## src/rtl/alu_issue_ctrl_if.sv

```systemverilog
// Instruction handshake and ALU drive bundle for alu_issue_ctrl.
//   instr_valid/instr_data/instr_ready : upstream instruction byte handshake
//   alu_a/alu_b/alu_opr/alu_en         : ALU operands, opcode and enable
//   alu_imm/alu_imm_en                 : immediate byte and operand-B select
//   alu_result                         : ALU combinational result
// The slave modport is the controller; the master modport is the surrounding
// system (instruction source plus ALU).
interface alu_issue_ctrl_if;
    localparam int unsigned DATA_W = 8;
    localparam int unsigned OPR_W  = 3;

    logic              instr_valid;
    logic [DATA_W-1:0] instr_data;
    logic              instr_ready;
    logic [DATA_W-1:0] alu_a;
    logic [DATA_W-1:0] alu_b;
    logic [OPR_W-1:0]  alu_opr;
    logic              alu_en;
    logic [DATA_W-1:0] alu_imm;
    logic              alu_imm_en;
    logic [DATA_W-1:0] alu_result;

    modport slave (
        input  instr_valid, instr_data, alu_result,
        output instr_ready, alu_a, alu_b, alu_opr, alu_en, alu_imm, alu_imm_en
    );

    modport master (
        output instr_valid, instr_data, alu_result,
        input  instr_ready, alu_a, alu_b, alu_opr, alu_en, alu_imm, alu_imm_en
    );
endinterface

```

## src/rtl/alu_issue_ctrl.sv

```systemverilog
// Issue/control stage for the 8-bit ALU: accepts instruction bytes, decodes
// them, owns a 4 x 8-bit register file, drives the ALU for one execute cycle
// and writes the result back.
//   clk, rst  : clock and synchronous active-high reset
//   bus       : instruction handshake and ALU drive (slave modport)
//   exec_done : one-cycle pulse while an instruction executes
//   div0_err  : sticky divide-by-zero flag, cleared only by reset
//   dbg_sel   : debug register select
//   dbg_data  : R[dbg_sel], combinational
module alu_issue_ctrl #(
    parameter logic [7:0] DIV0_RESULT = 8'hFF
) (
    input  logic                clk,
    input  logic                rst,
    alu_issue_ctrl_if.slave     bus,
    output logic                exec_done,
    output logic                div0_err,
    input  logic [1:0]          dbg_sel,
    output logic [7:0]          dbg_data
);
    localparam int unsigned DATA_W = 8;
    localparam int unsigned NREG   = 4;

    localparam logic [2:0] OP_DIV = 3'd3;
    localparam logic [2:0] OP_CMP = 3'd7;

    typedef struct packed {
        logic [2:0] opr;
        logic       imm;
        logic [1:0] rd;
        logic [1:0] rs;
    } instr_t;

    typedef enum logic [1:0] {
        S_FETCH = 2'd0,
        S_IMM   = 2'd1,
        S_EXEC  = 2'd2
    } state_t;

    state_t            state_q;
    state_t            state_d;
    instr_t            instr_q;
    logic [DATA_W-1:0] imm_q;
    logic [DATA_W-1:0] regs [NREG];
    logic [DATA_W-1:0] divisor;
    logic              div0_c;
    logic              ready;
    logic              en;
    logic              imm_en;
    logic              done;

    // Operand reads and the effective divisor
    assign bus.alu_a   = regs[instr_q.rd];
    assign bus.alu_b   = regs[instr_q.rs];
    assign bus.alu_opr = instr_q.opr;
    assign bus.alu_imm = imm_q;
    assign divisor     = instr_q.imm ? imm_q : regs[instr_q.rs];
    assign div0_c      = (instr_q.opr == OP_DIV) && (divisor == DATA_W'(0));
    assign dbg_data    = regs[dbg_sel];

    assign bus.instr_ready = ready;
    assign bus.alu_en      = en;
    assign bus.alu_imm_en  = imm_en;
    assign exec_done       = done;

    // State register
    always_ff @(posedge clk) begin
        if (rst) begin
            state_q <= S_FETCH;
        end else begin
            state_q <= state_d;
        end
    end

    // Next state and control decode; reset masks all handshake/strobe outputs
    always_comb begin
        state_d = state_q;
        ready   = 1'b0;
        en      = 1'b0;
        imm_en  = 1'b0;
        done    = 1'b0;
        case (state_q)
            S_FETCH: begin
                ready = 1'b1;
                if (bus.instr_valid) begin
                    state_d = bus.instr_data[4] ? S_IMM : S_EXEC;
                end
            end
            S_IMM: begin
                ready = 1'b1;
                if (bus.instr_valid) begin
                    state_d = S_EXEC;
                end
            end
            S_EXEC: begin
                en      = !div0_c;
                imm_en  = instr_q.imm;
                done    = 1'b1;
                state_d = S_FETCH;
            end
            default: begin
                state_d = S_FETCH;
            end
        endcase
        if (rst) begin
            ready  = 1'b0;
            en     = 1'b0;
            imm_en = 1'b0;
            done   = 1'b0;
        end
    end

    // Instruction/immediate latches, register file writeback, div0 flag
    always_ff @(posedge clk) begin
        if (rst) begin
            instr_q  <= '0;
            imm_q    <= '0;
            div0_err <= 1'b0;
            for (int i = 0; i < NREG; i++) begin
                regs[i] <= '0;
            end
        end else begin
            if (state_q == S_FETCH && bus.instr_valid) begin
                instr_q <= instr_t'(bus.instr_data);
            end
            if (state_q == S_IMM && bus.instr_valid) begin
                imm_q <= bus.instr_data;
            end
            if (state_q == S_EXEC) begin
                if (div0_c) begin
                    regs[instr_q.rd] <= DIV0_RESULT;
                    div0_err         <= 1'b1;
                end else if (instr_q.opr != OP_CMP) begin
                    regs[instr_q.rd] <= bus.alu_result;
                end
            end
        end
    end
endmodule
```

## src/flat_wrapper.sv

```systemverilog
// flat-port wrapper written by rule: the top's interface ports become plain ports
module alu_issue_ctrl_flat 
#(
    parameter logic [7:0] DIV0_RESULT = 8'hFF
)
  (clk, rst, exec_done, div0_err, dbg_sel, dbg_data, bus_instr_valid, bus_instr_data, bus_alu_result, bus_instr_ready, bus_alu_a, bus_alu_b, bus_alu_opr, bus_alu_en, bus_alu_imm, bus_alu_imm_en);
  alu_issue_ctrl_if bus_i ();
  input  logic clk;
  input  logic rst;
  output logic exec_done;
  output logic div0_err;
  input  logic [1:0] dbg_sel;
  output logic [7:0] dbg_data;
  input wire logic [$bits(bus_i.instr_valid)-1:0] bus_instr_valid;
  input wire logic [$bits(bus_i.instr_data)-1:0] bus_instr_data;
  input wire logic [$bits(bus_i.alu_result)-1:0] bus_alu_result;
  output wire logic [$bits(bus_i.instr_ready)-1:0] bus_instr_ready;
  output wire logic [$bits(bus_i.alu_a)-1:0] bus_alu_a;
  output wire logic [$bits(bus_i.alu_b)-1:0] bus_alu_b;
  output wire logic [$bits(bus_i.alu_opr)-1:0] bus_alu_opr;
  output wire logic [$bits(bus_i.alu_en)-1:0] bus_alu_en;
  output wire logic [$bits(bus_i.alu_imm)-1:0] bus_alu_imm;
  output wire logic [$bits(bus_i.alu_imm_en)-1:0] bus_alu_imm_en;
  assign bus_i.instr_valid = bus_instr_valid;
  assign bus_i.instr_data = bus_instr_data;
  assign bus_i.alu_result = bus_alu_result;
  assign bus_instr_ready = bus_i.instr_ready;
  assign bus_alu_a = bus_i.alu_a;
  assign bus_alu_b = bus_i.alu_b;
  assign bus_alu_opr = bus_i.alu_opr;
  assign bus_alu_en = bus_i.alu_en;
  assign bus_alu_imm = bus_i.alu_imm;
  assign bus_alu_imm_en = bus_i.alu_imm_en;
  alu_issue_ctrl #(.DIV0_RESULT(DIV0_RESULT)) u_core (.clk(clk), .rst(rst), .bus(bus_i), .exec_done(exec_done), .div0_err(div0_err), .dbg_sel(dbg_sel), .dbg_data(dbg_data));
endmodule
```

## config.mk

```make
export PLATFORM = sky130hd
export DESIGN_NAME = alu_issue_ctrl_flat
export DESIGN_NICKNAME = d
export VERILOG_FILES = /design/src/rtl/alu_issue_ctrl_if.sv /design/src/rtl/alu_issue_ctrl.sv /design/src/flat_wrapper.sv
export SDC_FILE = /design/constraint.sdc
export NUM_CORES = 1
export LEC_CHECK = 0
export BUFFER_PORTS_ARGS = -buffer_cell sky130_fd_sc_hd__buf_4
export CORE_AREA = 4 4 86 88
export DETAILED_ROUTE_END_ITERATION = 16
export DIE_AREA = 0 0 90 92
export GPL_TIMING_DRIVEN = 0
export HOLD_SLACK_MARGIN = 0.12
export PLACE_DENSITY_LB_ADDON = 0.3
export SLEW_MARGIN = 5
export SYNTH_ARGS = -nofsm -noshare
export SYNTH_HDL_FRONTEND = slang
export SYNTH_SLANG_ARGS = --single-unit
```

## constraint.sdc

```tcl
create_clock -name clk -period 5.7 [get_ports clk]
set_input_delay 0.855 -clock clk [delete_from_list [all_inputs] [get_ports clk]]
set_output_delay 0.855 -clock clk [all_outputs]
set_load 0.005 [all_outputs]
```

# [After elaboration in Yosys (flattened, before gate mapping)]
# Memories as Yosys holds them, arrays and structs flattened. A register that Yosys moved wholly into a read port is not among the register bits.
# Cells that the tools add are included.
[word_totals] regBits=19 latch_bits=0 ramBits=32 mem_bits_ro=0 output_inout_bits=40 elab_cells=57 memories=1
[classes] add_sub_neg=0 multipliers=0 div_mod_pow=0 magnitude_cmp=0 n_eq_ne=6 shift=0 mux=32 bitwise=1 reduce_logical=10
[mem_list] memory="u_core.regs" words=4 width=8 read_ports=3 rd_clocked_by_memory_dff=2 wr=4 line="alu_issue_ctrl.sv:44" source="logic [DATA_W-1:0] regs [NREG];"
[ops] operator="$mux 8" count=3
[ops] operator="$mux 1" count=20
[ops] operator="$mux 2" count=8
[ops] operator="$logic_not 8->1" count=1
[ops] operator="$reduce_or 8->1" count=1
[ops] operator="$ne 2x2->1 const B" count=2
[ops] operator="$pmux 2 s2" count=1
[ops] operator="$reduce_and 2->1" count=2
[ops] operator="$eq 3x2->1 const B" count=1
[ops] operator="$logic_and 1x1->1" count=3
[ops] operator="$ne 3x3->1 const B" count=1
[ops] operator="$eq 2x1->1 const B" count=1
[ops] operator="$eq 2x2->1 const B" count=1
[ops] operator="$logic_not 2->1" count=1
[ops] operator="$reduce_or 2->1" count=1
[ops] operator="$logic_not 1->1" count=1
[ops] operator="$or 1x1->1" count=1

# [Depth between registers and ports, before layout]
[depth] word_depth=10 depth_mapped=7

# [Worst setup path before layout]
# OpenSTA, ideal clock, no wires.
[synth_timing] path_kind="input to register" from="input rst" to="memory u_core.regs[1][0] (enable)" t_arrival_ps=2359 required_ps=5316 setup_slack_ps=2957 stages=5 n_path_buf=1 cell_sequence="or3b_1 a31oi_1 buf_2 nand2_1 o21ai_0"
[synth_rtl] element="from (decl)" line="flat_wrapper.sv:9" source="input logic rst;"
[synth_rtl] element="to (decl)" line="alu_issue_ctrl.sv:44"

==> flow_summary_export.csv <==
group,metric,value,unit
run_status,status,"complete, no violations",
drt,drtPass1Iterations,4,
timing,setup_viol,0,
worst_hold_path,hold_path.class,"flop to flop",
clock_network,cts_htree_levels,2,
setup_path,start_kind,"flop",
synthesis,synthSimpleGateAreaFrac,8.20,%
cells_and_area,antenna_cells,0,
synthesis,synth-main-ff-cell,"edfxtp_1",
timing,maxSlewViolCount,0,
synthesis,ys_ff_latch,55,
clock_network,root_buffer,"clkbuf_8",
pwr,power_density,236,mW/mm²
clock_network,cts_buffers,5,
synthesis,synth-adder-area-share,0,%
floorplanning,dieHeight,92,µm
global_routing,grt_pass1_wl,11.5,mm
setup_path,endpoint_kind,"primary output",
floorplanning,ioPinCount,61,
clock_network,cts_resized,0,
synthesis,synth-edff-count,32,
clock_network,insertion_delay,0.31,ns
cells_and_area,num-fill-cells,581,
clock_network,cts_tree,"built",
synthesis,synth_compound_area_share,12.9,%
synthesis,syn_avg_cell_area,14.1,µm²
pwr,sw_frac_of_total,23.0,%
cells_and_area,final_cells,352,
pwr,pwr-share-clk,30.0,%
global_routing,grt_max_degree,17,
synthesis,yosysSeqAreaShare,49.0,%
timing,clock_skew,0.0104,ns
timing,grt_setup_unrepaired,"no",
clock_network,cts_hold_buffers,0,
pwr,p_seq_share,54.1,%
job,cap_violations,0,
timing,period_share,59.9,%
timing,min_period,3.41,ns
floorplanning,start_util,43.6,%
synthesis,netlist_area,0.00290,mm²
synthesis,synthXorXnorAreaFrac,0,%
placed_design,placedCellCount,344,
synthesis,ys_warn_count,0,
setup_path,crit_fanout,10,
clock_network,postCtsSetupBuffers,0,
drt,drt-initial-drc-count,173,
global_routing,grt_pass1_vias,2106,
pwr,power.switching,0.000192,W
synthesis,syn_nets,227,
pwr,ir_worst_vdd,128,µV
timing,maxSlewHeadroom,16.5,%
setup_path,critical_path_class,"flop to primary output",
placed_design,portBuffers,58,
drt,ant_nets,0,
timing,fin_tns_setup,0,ns
floorplanning,die_area,0.00828,mm²
global_routing,overflow,0,
cells_and_area,fin_nets,292,
drt,vias,2030,
cells_and_area,fin_util,53.3,%
synthesis,async_flop_share,0,%
drt,wl_per_cell,19.4,µm
synthesis,synth_area_leaders,"edfxtp_1 33%, dfxtp_1 16%, mux4_2 14%",
global_routing,antenna_found_initial,0,
drt,drc_errors,0,
drt,routed_wl,6.84,mm
floorplanning,core_area,0.00664,mm²
pwr,p_leak,1.48,nW
synthesis,synth_top_cell_area_share,33.1,%
clock_network,cts_buffer_depth,2,
pwr,power_frac_comb,15.8,%
floorplanning,die_x,90,µm
floorplanning,rows,30,
synthesis,synth_cell_types,36,
cells_and_area,most-common-layout-cells,"61 x buf_4, 32 x edfxtp_1, 24 x nor2_1",
drt,viasPerCell,5.77,
cells_and_area,final_layout_size_suffix_gt1_share,49.3,%
clock_network,clkSinkCount,55,
synthesis,syn_inst,206,
timing,hold_violations,0,
cells_and_area,final_common_cell,"buf_4",
timing,tightest_slew,1.24,ns
placed_design,place.gp.congestion,0.778,
synthesis,synth_top_family_by_area,"multiplexers",
clock_network,path_clk_slew,0.08,ns
setup_path,worstPathArrival,2.56,ns
placed_design,place_hpwl,5.33,mm
setup_path,worst_ep_required_time,4.85,ns
global_routing,gr-usage-all-layers,17.5,%
timing,max_freq,293,MHz
synthesis,muxShareOfSynthArea,25.2,%
synthesis,yosysTopAreaCell,"edfxtp_1",
pwr,intPower,0.000645,W
cells_and_area,syn_to_final_growth,22.1,%
setup_path,reg2reg_setup_slack,2.86,ns
[area by class of cell]
type	instances	area (µm²)	area share [%]
repair buffers	58	435	12.3
clock buffers	7	76.3	2.16
flip-flops and latches	55	1420	40.1
clock inverters	1	30.0	0.848
well taps	80	100	2.83
inverters	4	15.0	0.424
plain buffers	20	123	3.46
multi-input cells	127	1340	37.8
[metrics by stage]
stage | instance area (µm²) | hold slack (ns) | setup slack, ns | total power (W)
after CTS | 3540 | 0.486 | 2.25 | 0.000843
after floorplan | 2900 | 0.447 | 2.96 | 0.000530
after global placement | 3430 | 0.453 | 2.39 | 0.000592
after global routing | 3540 | 0.519 | 2.14 | 0.000875
after detailed placement | 3430 | 0.461 | 2.30 | 0.000596
final | 3540 | 0.482 | 2.29 | 0.000837
[state kept, by name, indices dropped and copies added, names as in the netlist, named ones only]
signal and count:
u_core.regs 32, u_core.bus.alu_imm 8, u_core.instr_q 5, u_core.bus.alu_opr 3
u_core.state_q 2, u_core.div0_err 1
[worst max-delay path, cell delays in order (launching register included)]
cell,delay (ns)
dfxtp_1,0.41
buf_6,0.19
mux4_2,0.54
nor4_2,0.36
o2111ai_2,0.28
a211oi_1,0.28
nor2_1,0.07
buf_4,0.14
[synthesized netlist by cell type, drive strengths merged (2+ instances only)]
cell,number
clkbuf,5
buf,15
nand2,5
nand3,2
edfxtp,32
o21ai,2
o31a,24
mux2,2
dfxtp,23
nor2,25
a211o,9
nor3,3
inv,4
nor3b,2
mux4,23
mux2i,17
[power by group through the flow]
stage / combinational [W] / clock, W / sequential (W)
after global routing: 0.000144 / 0.000275 / 0.000456
final: 0.000132 / 0.000252 / 0.000453
after detailed placement: 0.000134 / 0 / 0.000462
after floorplan: 0.0000750 / 0 / 0.000455
after CTS: 0.000134 / 0.000255 / 0.000453
after global placement: 0.000132 / 0 / 0.000460
[routing by layer]
layer	up-vias	global-route usage (%)	share of wire, %
met5	-	0	0
met4	0	4.21	1.1
met3	7	4.27	8.1
met2	87	28.3	48
met1	986	23.8	42
li1	950	-	-
[cells by family (layout without fill, tap and decap cells)]
group / Yosys count / after routing
simple gates: 46 / 46
compound gates: 39 / 39
flops: 55 / 55
buf+inv: 24 / 90
mux: 42 / 42
[path summary, 6_finish.rpt]
path / startpoint / to / depth (start not counted)
worst max register to register: u_core.state_q[1] / u_core.regs[1][7] / 5
worst min-delay path: u_core.div0_err / u_core.div0_err / 1
worst max-delay path: flop / bus_alu_en / 7
worst min register to register: u_core.div0_err / u_core.div0_err / 1
(Power assumes the default switching activity.)
